File: config.mk
export PLATFORM = sky130hd
export DESIGN_NAME = pipe_skid_reg
export DESIGN_NICKNAME = d
export VERILOG_FILES = /design/src/rtl/pipe_pkg.sv /design/src/rtl/pipe_data_bank.sv /design/src/rtl/pipe_skid_reg.sv
export SDC_FILE = /design/constraint.sdc
export NUM_CORES = 1
export LEC_CHECK = 0
export CORE_ASPECT_RATIO = 1.75
export CORE_MARGIN = 2
export CORE_UTILIZATION = 30
export CTS_BUF_LIST = sky130_fd_sc_hd__clkbuf_8
export DETAILED_ROUTE_END_ITERATION = 16
export GPL_TIMING_DRIVEN = 0
export MAX_ROUTING_LAYER = met4
export SYNTH_ARGS = -nofsm -noshare
export SYNTH_HDL_FRONTEND = slang
export SYNTH_SLANG_ARGS = --single-unit
File: constraint.sdc
create_clock -name clk -period 1.32 [get_ports clk]
set_input_delay 0.264 -clock clk [delete_from_list [all_inputs] [get_ports clk]]
set_output_delay 0.264 -clock clk [all_outputs]
set_load 0.05 [all_outputs]
File: src/rtl/pipe_pkg.sv
// ---------------------------------------------------------------------------
// pipe_pkg
// Shared types and constants for the pipeline skid-register stage.
//   pipe_state_t        : occupancy of the stage (EMPTY / BUSY / FULL)
//   PIPE_DEFAULT_WIDTH  : default payload width of one pipeline entry
// ---------------------------------------------------------------------------
package pipe_pkg;

   typedef enum logic [1:0] {
      EMPTY = 2'd0,   // no entry held
      BUSY  = 2'd1,   // main register valid
      FULL  = 2'd2    // main and skid registers valid
   } pipe_state_t;

   localparam int PIPE_DEFAULT_WIDTH = 74;

endpackage

File: src/rtl/pipe_data_bank.sv
// ---------------------------------------------------------------------------
// pipe_data_bank
// WIDTH-bit payload register with load enable and synchronous clear.
// Clear wins over load.
// Ports:
//   i_clk   : rising-edge clock
//   i_clr   : synchronous clear to zero
//   i_load  : capture i_d this cycle
//   i_d     : payload in
//   o_q     : registered payload out
// ---------------------------------------------------------------------------
module pipe_data_bank
   import pipe_pkg::*;
#(
   parameter int WIDTH = PIPE_DEFAULT_WIDTH
) (
   input  logic             i_clk,
   input  logic             i_clr,
   input  logic             i_load,
   input  logic [WIDTH-1:0] i_d,
   output logic [WIDTH-1:0] o_q
);

   logic [WIDTH-1:0] r_q;

   always_ff @(posedge i_clk) begin
      if (i_clr)
         r_q <= '0;
      else if (i_load)
         r_q <= i_d;
   end

   assign o_q = r_q;

endmodule

File: src/rtl/pipe_skid_reg.sv
// ---------------------------------------------------------------------------
// pipe_skid_reg
// One pipeline stage register with valid/ready handshake and a one-entry
// skid buffer. in_ready and out_valid come straight from the state register,
// so the backpressure path is fully registered while upstream can still
// stream at one entry per cycle.
//
// Ports:
//   clk          : rising-edge clock
//   reset        : synchronous, active-high; empties stage, zeroes data
//   flush        : synchronous kill; empties stage, data left as-is
//   in_valid     : upstream presents in_data
//   in_data      : upstream payload
//   in_ready     : stage can accept (state != FULL)
//   out_valid    : out_data holds a valid entry (state != EMPTY)
//   out_data     : head entry payload
//   out_ready    : downstream takes the head this cycle
//   stall_cycles : (PIPE_SKID_PERF_EN only) saturating count of cycles with
//                  out_valid && !out_ready && !flush; cleared by reset only
//
// Build option: define PIPE_SKID_PERF_EN to add the stall counter.
// ---------------------------------------------------------------------------
module pipe_skid_reg
   import pipe_pkg::*;
#(
   parameter int WIDTH     = PIPE_DEFAULT_WIDTH,
   parameter int CNT_WIDTH = 16
) (
   input  logic             clk,
   input  logic             reset,
   input  logic             flush,
   input  logic             in_valid,
   input  logic [WIDTH-1:0] in_data,
   output logic             in_ready,
   output logic             out_valid,
   output logic [WIDTH-1:0] out_data,
   input  logic             out_ready
`ifdef PIPE_SKID_PERF_EN
   ,
   output logic [CNT_WIDTH-1:0] stall_cycles
`endif
);

   if (WIDTH < 1 || CNT_WIDTH < 1) begin : g_param_chk
      $error("pipe_skid_reg: WIDTH and CNT_WIDTH must be at least 1");
   end

   pipe_state_t      r_state;
   pipe_state_t      w_state_nxt;
   logic             w_accept;
   logic             w_deliver;
   logic             w_main_load;
   logic             w_skid_load;
   logic [WIDTH-1:0] w_main_d;
   logic [WIDTH-1:0] w_main_q;
   logic [WIDTH-1:0] w_skid_q;

   assign in_ready  = (r_state != FULL);
   assign out_valid = (r_state != EMPTY);
   assign out_data  = w_main_q;

   assign w_accept  = in_valid  & in_ready;
   assign w_deliver = out_valid & out_ready;

   // Main refills from the skid when draining FULL, else from upstream.
   assign w_main_d  = (r_state == FULL) ? w_skid_q : in_data;

   always_comb begin
      w_state_nxt = r_state;
      w_main_load = 1'b0;
      w_skid_load = 1'b0;
      if (flush) begin
         // Any handshake in the flush cycle is dropped.
         w_state_nxt = EMPTY;
      end else begin
         case (r_state)
            EMPTY: begin
               if (w_accept) begin
                  w_main_load = 1'b1;
                  w_state_nxt = BUSY;
               end
            end
            BUSY: begin
               if (w_accept && w_deliver) begin
                  w_main_load = 1'b1;
               end else if (w_deliver) begin
                  w_state_nxt = EMPTY;
               end else if (w_accept) begin
                  w_skid_load = 1'b1;
                  w_state_nxt = FULL;
               end
            end
            FULL: begin
               // in_ready is low here, so only a delivery can move us.
               if (w_deliver) begin
                  w_main_load = 1'b1;
                  w_state_nxt = BUSY;
               end
            end
            default: w_state_nxt = EMPTY;
         endcase
      end
   end

   always_ff @(posedge clk) begin
      if (reset)
         r_state <= EMPTY;
      else
         r_state <= w_state_nxt;
   end

   pipe_data_bank #(.WIDTH(WIDTH)) u_main (
      .i_clk  (clk),
      .i_clr  (reset),
      .i_load (w_main_load),
      .i_d    (w_main_d),
      .o_q    (w_main_q)
   );

   pipe_data_bank #(.WIDTH(WIDTH)) u_skid (
      .i_clk  (clk),
      .i_clr  (reset),
      .i_load (w_skid_load),
      .i_d    (in_data),
      .o_q    (w_skid_q)
   );

`ifdef PIPE_SKID_PERF_EN
   logic [CNT_WIDTH-1:0] r_stall_cnt;
   logic                 w_stall;

   assign w_stall = out_valid & ~out_ready & ~flush;

   // Saturating; flush deliberately leaves the count alone.
   always_ff @(posedge clk) begin
      if (reset)
         r_stall_cnt <= '0;
      else if (w_stall && (r_stall_cnt != {CNT_WIDTH{1'b1}}))
         r_stall_cnt <= r_stall_cnt + 1'b1;
   end

   assign stall_cycles = r_stall_cnt;
`endif

endmodule

==> impl_metrics.csv <==
group,metric,value,unit
outcome,outcome,"finished, violations left",
outcome,violations,"negative setup slack",
route,wl_per_cell,20.1,um
route,num_vias,6727,
sta,hold_viol,0,
sta,period_share,123,%
sta,finalMaxSlewViolations,0,
critical_path,arrival,1.36,ns
layout,layout.nets,1065,
clocking,cts_tree,"done",
route,drt_iter0_markers,225,
route,ant_nets,0,
clocking,clock_latency,0.47,ns
sta,post-route-min-period,1.62,ns
global_routing,overflow,0,
layout,area_growth,73.1,%
logic_synthesis,synthesis.area,0.00718,mm^2
critical_path,cp-end-kind,"output pin",
floorplanning,start_util,30.7,%
flow_run,max_cap_violations,0,
floorplanning,die_w,121,um
layout,stdcell_count,1303,
layout,n_fill_cell,2050,
sta,fmax,0.616,GHz
floorplanning,io_pins,155,
logic_synthesis,yosys_warnings,0,
clocking,ctsHoldBuffers,0,
critical_path,crit_path_start_kind,"flip-flop",
sta,fin_ws,-0.304,ns
route,dr.pass1.iters,4,
floorplanning,core_region_area,0.0234,mm^2
clocking,ctsLongestPathBuffers,2,
layout,layout-drive-gt1-share,55.4,%
global_routing,grt_max_degree,17,
global_routing,grtUsageTotal,19.2,%
power,power,11.1,mW
critical_path,reg2reg_from,"r_state[0]",
min_path,hp-class,"primary input to flip-flop",
sta,clock_skew,0.0108,ns
critical_path,crit_path_end,"in_ready",
critical_path,reg2reg_slack,-0.28,ns
logic_synthesis,synth_cell_type_count,25,
place,portBuffers,152,
layout,postLayoutCoreUtil,53.1,%
critical_path,r2r_cells,7,
sta,tns,-35.39,ns
route,drc,0,
global_routing,grt_pass1_vias,6637,
power,peakVddDrop,0.000665,V
sta,tightest_slew,1.15,ns
power,p_leak,5.10,nW
critical_path,r2r-end,"u_skid.o_q[23]",
place,hpwl,15700,um
critical_path,worstSetupStartpoint,"r_state[0]",
floorplanning,die-area,0.0252,mm^2
route,vias_per_cell,5.16,
logic_synthesis,ys_ff_latch,150,
floorplanning,num_rows,74,
critical_path,cp_max_fo,3,
place,dp.cells,1223,
critical_path,crit_required,1.06,ns
logic_synthesis,syn_nets,846,
clocking,h-tree-depth,4,
sta,rsz0062_at_grt,"true",
sta,setup_violations,151,
power,powerDensity,891,mW/mm^2
clocking,clkSinkCount,150,
logic_synthesis,syn_area_per_cell,9.37,um^2
place,gp_congestion,0.787,
clocking,path_clk_slew,0.08,ns
layout,diodes,0,
critical_path,path_class,"flip-flop to output pin",
global_routing,antenna_found_initial,0,
global_routing,grt_pass1_wl,36500,um
sta,relSlewSlack,23.2,%
route,routed_wirelength,26100,um
logic_synthesis,syn-instance-count,767,
clocking,clockRootBuffer,"clkbuf_8",
logic_synthesis,ys_seq_area_share,41.8,%
floorplanning,die_h,209,um
clocking,cts_inserted_buffers,17,
## critical path, stage by stage (launching register included)
cell and delay [ns]:
dfxtp_4 0.36, nand2b_4 0.15, buf_12 0.13, buf_12 0.12
buf_12 0.14
## through the flow
step | area [um^2] | setup slack (ns) | hold slack (ns)
4_1_cts | 10500 | -0.423 | 0.346
6_report | 12400 | -0.304 | 0.390
3_3_place_gp | 9110 | -0.885 | 0.441
5_1_grt | 12400 | -0.362 | 0.371
3_5_place_dp | 9110 | -0.908 | 0.447
2_1_floorplan | 7200 | -0.00417 | 0.336
## routing by layer
metal / vias up / part of all wire (%) / GRT usage, %
met4: 0 / 3.1 / 7.54
met3: 48 / 2.7 / 3.28
met1: 3360 / 38 / 20.5
met5: - / 0 / -
li1: 3161 / - / -
met2: 158 / 56 / 34.8
## final cells by class
type                    count  area (um^2)  area share, %
multi-input cells         534         5240           42.1
repair buffers            204         2510           20.2
clock buffers              19          262           2.10
clock inverters            13          156           1.26
flip-flops and latches    150         3040           24.5
plain buffers              79          841           6.76
well taps                 304          380           3.06
## synthesized netlist by cell type
master	number	area share (%)
a2111oi_2	1	0.21
a21oi_1	75	5.2
a21oi_2	1	0.12
and3b_1	1	0.12
buf_1	6	0.31
buf_12	5	1.4
buf_2	12	0.84
buf_4	8	0.84
buf_6	17	2.7
clkbuf_1	35	1.8
dfxtp_1	150	42
mux2i_1	74	10
nand2_1	150	7.8
nand2b_1	2	0.17
nand2b_4	1	0.19
nor2b_1	75	6.5
nor3_1	1	0.070
nor3_2	1	0.14
o21a_1	1	0.10
o21ai_1	74	5.2
o22a_1	1	0.12
o41ai_1	28	3.4
o41ai_2	46	10
or2_2	1	0.087
or3_1	1	0.087
## repair_timing
action                     in CTS  in global routing
gates resized for setup       658                385
pin swaps                      14                 78
cloned                          8                 19
setup endpoints to repair     224                189
hold endpoints to repair        0                  0
setup buffers                  17                  9
## report_power, final
| part | leakage (nW) | internal, mW | switching, mW |
|---|---|---|---|
| logic | 3.67 | 1.07 | 1.42 |
| clock network | 0.205 | 1.96 | 1.86 |
| registers | 1.23 | 4.67 | 0.112 |
## worst min path at each step
| stage | from | depth (start not counted) | end | slack [ns] |
|---|---|---|---|---|
| final | in_data[49] | 3 | u_skid.o_q[49] | 0.39 |
| after detailed placement | u_skid.o_q[6] | 2 | u_skid.o_q[6] | 0.45 |
| after global placement | u_skid.o_q[8] | 2 | u_skid.o_q[8] | 0.44 |
| after CTS | in_data[54] | 3 | u_skid.o_q[54] | 0.35 |
| after global routing | in_data[51] | 3 | u_skid.o_q[51] | 0.37 |
| after floorplan | out_ready | 1 | r_state[1] | 0.34 |
## kinds of logic (layout without fill, tap and decap cells)
family / count (synthesis) / after routing / synth area share [%]
multiplexers: 74 / 74 / 10.3
buffers and inverters: 83 / 315 / 7.87
AO/OA/AOI/OAI: 227 / 227 / 24.8
AND/OR/NAND/NOR: 233 / 233 / 15.2
flip-flops: 150 / 150 / 41.8
## sequential cells by signal, indices dropped and copies added (netlist names)
| name | cells |
|---|---|
| u_main.o_q | 74 |
| u_skid.o_q | 74 |
| r_state | 2 |
## placed cells by master, fill, tap and decap left out, types with 7 or more instances in the layout
cell             Yosys  layout
a21oi_2              1      72
o41ai_2             46      70
nand2_4              0      70
clkdlybuf4s50_1      0      76
buf_16               0       7
clkbuf_8             0      19
buf_4                8      26
o21ai_4              0      27
buf_6               17      71
buf_12               5      27
nor2b_1             75      74
nand2_2              0      15
mux2i_1             74      72
buf_8                0      16
clkbuf_2             0       9
clkbuf_16            0      18
clkbuf_1            35      24
nand2_1            150      65
dfxtp_1            150     123
dfxtp_2              0      25
o21ai_2              0      46
No activity file was read; power rests on OpenSTA's default activity.
